`src/rtl/bt_uart_dir_decoder_if.sv`:
```
// Serial line and decoded outputs between the Bluetooth UART front end and its consumer.
// master drives the RX line and observes results; slave is the decoder.
interface bt_uart_dir_decoder_if;
   logic       get;
   logic [3:0] dir;
   logic [7:0] rx_byte;
   logic       byte_valid;
   logic       frame_err;

   modport master (
      output get,
      input  dir,
      input  rx_byte,
      input  byte_valid,
      input  frame_err
   );

   modport slave (
      input  get,
      output dir,
      output rx_byte,
      output byte_valid,
      output frame_err
   );
endinterface

```
`src/rtl/bt_uart_dir_decoder.sv`:
```
// 8N1 UART receiver that decodes ASCII L/U/D/R/S (either case) into a one-hot direction.
// Define BT_DIR_TIMEOUT_EN to release dir to stop after TIMEOUT_CYCLES without a byte.
module bt_uart_dir_decoder #(
   parameter int CLK_HZ         = 100000000,
   parameter int BAUD           = 9600,
   parameter int CLKS_PER_BIT   = CLK_HZ / BAUD
`ifdef BT_DIR_TIMEOUT_EN
   ,
   parameter int TIMEOUT_CYCLES = 50000000
`endif
) (
   input logic                  clk,
   input logic                  rst,
   bt_uart_dir_decoder_if.slave bus
);
   typedef enum logic [2:0] {IDLE, START, DATA, STOP, BREAK} state_t;

   localparam logic [15:0] BIT_LAST  = 16'(CLKS_PER_BIT - 1);
   localparam logic [15:0] HALF_LAST = 16'(CLKS_PER_BIT / 2 - 1);

   logic        get_meta_q;
   logic        get_s_q;
   state_t      state_q;
   logic [15:0] bit_cnt_q;
   logic [2:0]  bit_idx_q;
   logic [7:0]  shreg_q;
   logic [7:0]  rx_byte_q;
   logic        byte_valid_q;
   logic        frame_err_q;
   logic [3:0]  dir_q;
   logic [3:0]  dir_d;

`ifdef BT_DIR_TIMEOUT_EN
   localparam logic [25:0] IDLE_LAST = 26'(TIMEOUT_CYCLES);
   logic [25:0] idle_q;
`endif

   // Synchronizer idles high so a reset never looks like a start bit.
   always_ff @(posedge clk or posedge rst) begin
      if (rst) begin
         get_meta_q <= 1'b1;
         get_s_q    <= 1'b1;
      end else begin
         get_meta_q <= bus.get;
         get_s_q    <= get_meta_q;
      end
   end

   // Setting bit 5 folds only the matching uppercase letter onto each lowercase code.
   always_comb begin
      dir_d = dir_q;
      case (shreg_q | 8'h20)
         8'h6C:   dir_d = 4'b1000;
         8'h75:   dir_d = 4'b0100;
         8'h64:   dir_d = 4'b0010;
         8'h72:   dir_d = 4'b0001;
         8'h73:   dir_d = 4'b0000;
         default: dir_d = dir_q;
      endcase
   end

   always_ff @(posedge clk or posedge rst) begin
      if (rst) begin
         state_q      <= IDLE;
         bit_cnt_q    <= '0;
         bit_idx_q    <= '0;
         shreg_q      <= '0;
         rx_byte_q    <= '0;
         byte_valid_q <= 1'b0;
         frame_err_q  <= 1'b0;
         dir_q        <= '0;
`ifdef BT_DIR_TIMEOUT_EN
         idle_q       <= '0;
`endif
      end else begin
         byte_valid_q <= 1'b0;
         frame_err_q  <= 1'b0;
`ifdef BT_DIR_TIMEOUT_EN
         if (idle_q == IDLE_LAST) begin
            dir_q <= '0;
         end else begin
            idle_q <= idle_q + 26'd1;
         end
`endif
         case (state_q)
            IDLE: begin
               if (!get_s_q) begin
                  state_q   <= START;
                  bit_cnt_q <= '0;
               end
            end
            START: begin
               if (bit_cnt_q == HALF_LAST) begin
                  bit_cnt_q <= '0;
                  bit_idx_q <= '0;
                  state_q   <= get_s_q ? IDLE : DATA;
               end else begin
                  bit_cnt_q <= bit_cnt_q + 16'd1;
               end
            end
            DATA: begin
               if (bit_cnt_q == BIT_LAST) begin
                  bit_cnt_q <= '0;
                  shreg_q   <= {get_s_q, shreg_q[7:1]};
                  bit_idx_q <= bit_idx_q + 3'd1;
                  if (bit_idx_q == 3'd7) begin
                     state_q <= STOP;
                  end
               end else begin
                  bit_cnt_q <= bit_cnt_q + 16'd1;
               end
            end
            STOP: begin
               if (bit_cnt_q == BIT_LAST) begin
                  bit_cnt_q <= '0;
                  if (get_s_q) begin
                     rx_byte_q    <= shreg_q;
                     byte_valid_q <= 1'b1;
                     dir_q        <= dir_d;
`ifdef BT_DIR_TIMEOUT_EN
                     idle_q       <= '0;
`endif
                     state_q      <= IDLE;
                  end else begin
                     frame_err_q <= 1'b1;
                     state_q     <= BREAK;
                  end
               end else begin
                  bit_cnt_q <= bit_cnt_q + 16'd1;
               end
            end
            BREAK: begin
               if (get_s_q) begin
                  state_q <= IDLE;
               end
            end
            default: state_q <= IDLE;
         endcase
      end
   end

   assign bus.dir        = dir_q;
   assign bus.rx_byte    = rx_byte_q;
   assign bus.byte_valid = byte_valid_q;
   assign bus.frame_err  = frame_err_q;
endmodule

```
`src/flat_wrapper.sv`:
```
// flat-port wrapper written by rule: the top's interface ports become plain ports
module bt_uart_dir_decoder_flat 
#(
   parameter int CLK_HZ         = 100000000,
   parameter int BAUD           = 9600,
   parameter int CLKS_PER_BIT   = CLK_HZ / BAUD

)
  (clk, rst, bus_get, bus_dir, bus_rx_byte, bus_byte_valid, bus_frame_err);
  bt_uart_dir_decoder_if bus_i ();
  input logic clk;
  input logic rst;
  input wire logic [$bits(bus_i.get)-1:0] bus_get;
  output wire logic [$bits(bus_i.dir)-1:0] bus_dir;
  output wire logic [$bits(bus_i.rx_byte)-1:0] bus_rx_byte;
  output wire logic [$bits(bus_i.byte_valid)-1:0] bus_byte_valid;
  output wire logic [$bits(bus_i.frame_err)-1:0] bus_frame_err;
  assign bus_i.get = bus_get;
  assign bus_dir = bus_i.dir;
  assign bus_rx_byte = bus_i.rx_byte;
  assign bus_byte_valid = bus_i.byte_valid;
  assign bus_frame_err = bus_i.frame_err;
  bt_uart_dir_decoder #(.CLK_HZ(CLK_HZ), .BAUD(BAUD), .CLKS_PER_BIT(CLKS_PER_BIT)) u_core (.clk(clk), .rst(rst), .bus(bus_i));
endmodule
```
`config.mk`:
```
export PLATFORM = sky130hd
export DESIGN_NAME = bt_uart_dir_decoder_flat
export DESIGN_NICKNAME = d
export VERILOG_FILES = /design/src/rtl/bt_uart_dir_decoder_if.sv /design/src/rtl/bt_uart_dir_decoder.sv /design/src/flat_wrapper.sv
export SDC_FILE = /design/constraint.sdc
export NUM_CORES = 1
export LEC_CHECK = 0
export ABC_AREA = 1
export BUFFER_PORTS_ARGS = -buffer_cell sky130_fd_sc_hd__buf_2
export CORE_MARGIN = 8
export CORE_UTILIZATION = 60
export DETAILED_ROUTE_END_ITERATION = 16
export PLACE_DENSITY = 0.86
export SLEW_MARGIN = 20
export SYNTH_ARGS = -nofsm -noshare
export SYNTH_HDL_FRONTEND = slang
export SYNTH_SLANG_ARGS = --single-unit
```
`constraint.sdc`:
```
create_clock -name clk -period 1.9 [get_ports clk]
set_input_delay 0.475 -clock clk [delete_from_list [all_inputs] [get_ports clk]]
set_output_delay 0.475 -clock clk [all_outputs]
set_load 0.01 [all_outputs]
```
==> summary.txt <==
Run status
  – Status: finished, final reports clean

Clocking
  – Cts repair resizes: 0
  – H-tree depth: 2
  – Number of setup buffers added after CTS: 0
  – CTS root buf: clkbuf_8
  – CTS tree: built
  – Worst-Skew Late Latency: 0.30 ns
  – Clock slew at reported path FFs: 0.09 ns
  – Cts bufs inserted: 5
  – Bufs on Longest Clock Path: 2
  – Hold Buf Count CTS: 0
  – CTS Sinks: 46

Floorplanning
  – Die Y: 81.0 um
  – Die width: 81.0 um
  – Initial core utilization: 0.629
  – Die ar.: ~6600 um^2
  – Core box area: 4030 um^2
  – Cell row count: 23
  – IO Pins: 17

Final layout
  – Nets: 361
  – Layout fillers: 334
  – Fin cells: 406
  – Area Growth Syn to Fin: 9.68%
  – Diode count: 0
  – Share of cells above drive strength 1: 0.163

Timing
  – Period utilization: 0.875
  – Minimum clock period: 1.66 ns
  – Fin. max-slew vios: 0
  – Fmax: 0.601 GHz
  – Slew headroom: 0.762
  – Fin Setup TNS: 0 ns
  – Clock skew: 0.00705 ns
  – RSZ-0062 raised after global routing: no
  – Final Hold Vio Count: 0
  – Least-Margin Pin Slew: 0.355 ns
  – Final Setup Violations: 0

Place
  – IO buf count: 16
  – Last weighted congestion value of the routability-driven placer: 0.984
  – Post-DP HPWL: 3.91 mm
  – Dpl cells: 398

Critical path
  – Slowest stage delay, CP: 0.38 ns
  – Req. time, crit path: 2.09 ns
  – Arr. time, crit path: ~1.9 ns
  – Endpoint type of the worst setup path: flip-flop
  – Crit start category: flip-flop
  – Critical path class: reg2reg
  – Critical Path Start: u_core.bit_cnt_q[0]
  – Worst r2r src: u_core.bit_cnt_q[0]
  – Slowest CP cell: dfrtp_1
  – R2R Setup Slk: 0.24 ns
  – Critical Path Fanout Max: 5
  – CP Cell Sequence: ha_1, nand3_2, nor2_1, nand2_1, nor3_1, nand3_1, nand2_1, nor2_1

Yosys
  – Seq/Total Area, Yosys: 0.455
  – Synth Area in XOR/XNOR: 0.0242
  – Mapped Cells: 334
  – Largest family of logic cells by synthesized area: simple AND/OR/NAND/NOR gates
  – Post-Syn Area: 2530 um^2
  – Largest area contributor in the netlist: dfrtp_1
  – Synthesis Warnings: 0
  – Mean post-synth cell area: around 7.6 um^2
  – Ranking of synthesized cells by area: dfrtp_1 (43%), nand2_1 (15%), nor2_1 (7.1%)
  – Mux cell area share after synthesis: 0
  – Synth top area share: 0.435
  – Synthesis-stage register bit count: between 40 and 50
  – Synth Area in Adders: 0.0148
  – Synth Area in Compound Gates: 0.0667
  – Syn_nets: 340
  – Yosys cell types: 28
  – Synth Area in Simple Gates: 0.359

GRT
  – Total Routing Usage GR: 0.170
  – Largest net degree at the start of global routing: 24
  – First-pass GRT wire length: 8.84 mm
  – Vias in the first global route: 2053
  – Initial antenna violation count: 0
  – Gr ovfl total: 0

Drt
  – DRC viols: 0
  – WL/cell: 12.9 um
  – Post-Route WL: 5.23 mm
  – Via count: 2168
  – Initial DRC count: 195
  – Vias/cell: 5.34
  – Post-DRT Antenna Nets: 0
  – DR pass1 iterations: 4

Power and ir drop
  – Internal cell power: approximately 1.4 mW
  – Clock network power share: 0.416
  – Cell Pwr Density: 624 nW/um^2
  – Switching pwr: approximately 0.35 mW
  – Register share of total power: 0.567
  – Comb pwr share: 0.017
  – Sw Ratio: 0.203
  – Worst IR Drop VDD: approximately 0.94 mV
  – Leakage: 1.48 nW
  – Pwr Total: 1.73 mW

Hold path
  – Min-Delay Path Class: in2async

Run
  – Max cap viols: 0
power by group through the flow:
stage	combinational, mW	sequential [mW]	clock, mW
floorplan	0.0158	1.00	0
global placement	0.0299	1.00	0
detailed placement	0.0308	1.00	0
CTS	0.0310	0.983	0.735
global route	0.0349	0.984	0.771
finish	0.0292	0.983	0.721
layout by cell type, fill, tap and decap left out, types with 7 or more instances in the layout:
cell type / instances
buf_2: 16
nand3_1: 25
o21ai_0: 11
nand2_2: 8
dfrtp_1: 44
nand2_1: 98
inv_1: 36
nand4_1: 9
o21ai_2: 7
nor2_1: 48
o21ai_1: 8
worst paths after layout:
check,cells past startpoint,end
setup / recovery,8,u_core.bit_cnt_q[12]
hold / removal,2,u_core.bit_cnt_q[7]
setup reg to reg,8,u_core.bit_cnt_q[12]
hold reg to reg,0,u_core.get_s_q
max in group asynchronous,3,u_core.get_meta_q
min in group clk,1,u_core.get_meta_q
flip-flops by register name (all words and copies together) (netlist names), 3 cells and up:
register / count
u_core.state_q: 3
u_core.bus.rx_byte: 8
u_core.bus.dir: 4
u_core.bit_cnt_q: 16
u_core.shreg_q: 8
u_core.bit_idx_q: 3
worst max-delay path, delay by kind of cell (launching register included):
family        cells  cell delay, ns
fa+ha+maj         1            0.22
simple gates      7            0.96
flops             1            0.38
per-layer routing:
metal | share of wire | global-route usage | vias up
li1 | - | - | 1094
met1 | 0.47 | 0.212 | 1017
met2 | 0.47 | 0.276 | 52
met3 | 0.052 | 0.0464 | 5
met4 | 0.0073 | 0.0625 | 0
met5 | 0 | 0 | -
cell families (layout without fill, tap and decap cells):
kind of cell    Yosys count  count (layout)
compound gates           28              28
fa+ha+maj                 3               3
simple gates            203             203
buf+inv                  47              69
flops                    46              46
xor+xnor                  7               7
final cells by class:
class	instances	area (um^2)	share of cell area
Multi-Input combinational cell	241	1180	0.424
Sequential cell	46	1150	0.415
Inverter	42	160	0.0576
Timing Repair Buffer	19	115	0.0414
Clock buffer	6	72.6	0.0261
Tap cell	50	62.6	0.0225
Clock inverter	2	37.5	0.0135
Yosys cell counts, drive strengths merged:
library cell,number
nor3,3
o21ai,26
a21oi,1
dfrtp,44
nand2,107
buf,5
xnor2,2
xor2,5
nand3b,3
dfstp,2
nand4,9
nand3,27
inv,42
o211ai,1
nor2,54
ha,3
stage by stage:
stage,instance area [um^2],setup WS [ns],hold WS (ns),utilization
after global placement,2670,0.316,0.347,0.662
after global routing,2780,0.0881,0.155,0.690
after detailed placement,2670,0.291,0.349,0.662
after CTS,2780,0.267,0.132,0.690
after floorplan,2530,0.341,0.345,-
final,2780,0.237,0.128,0.690
Note: power is estimated with default switching activity, not from simulation.
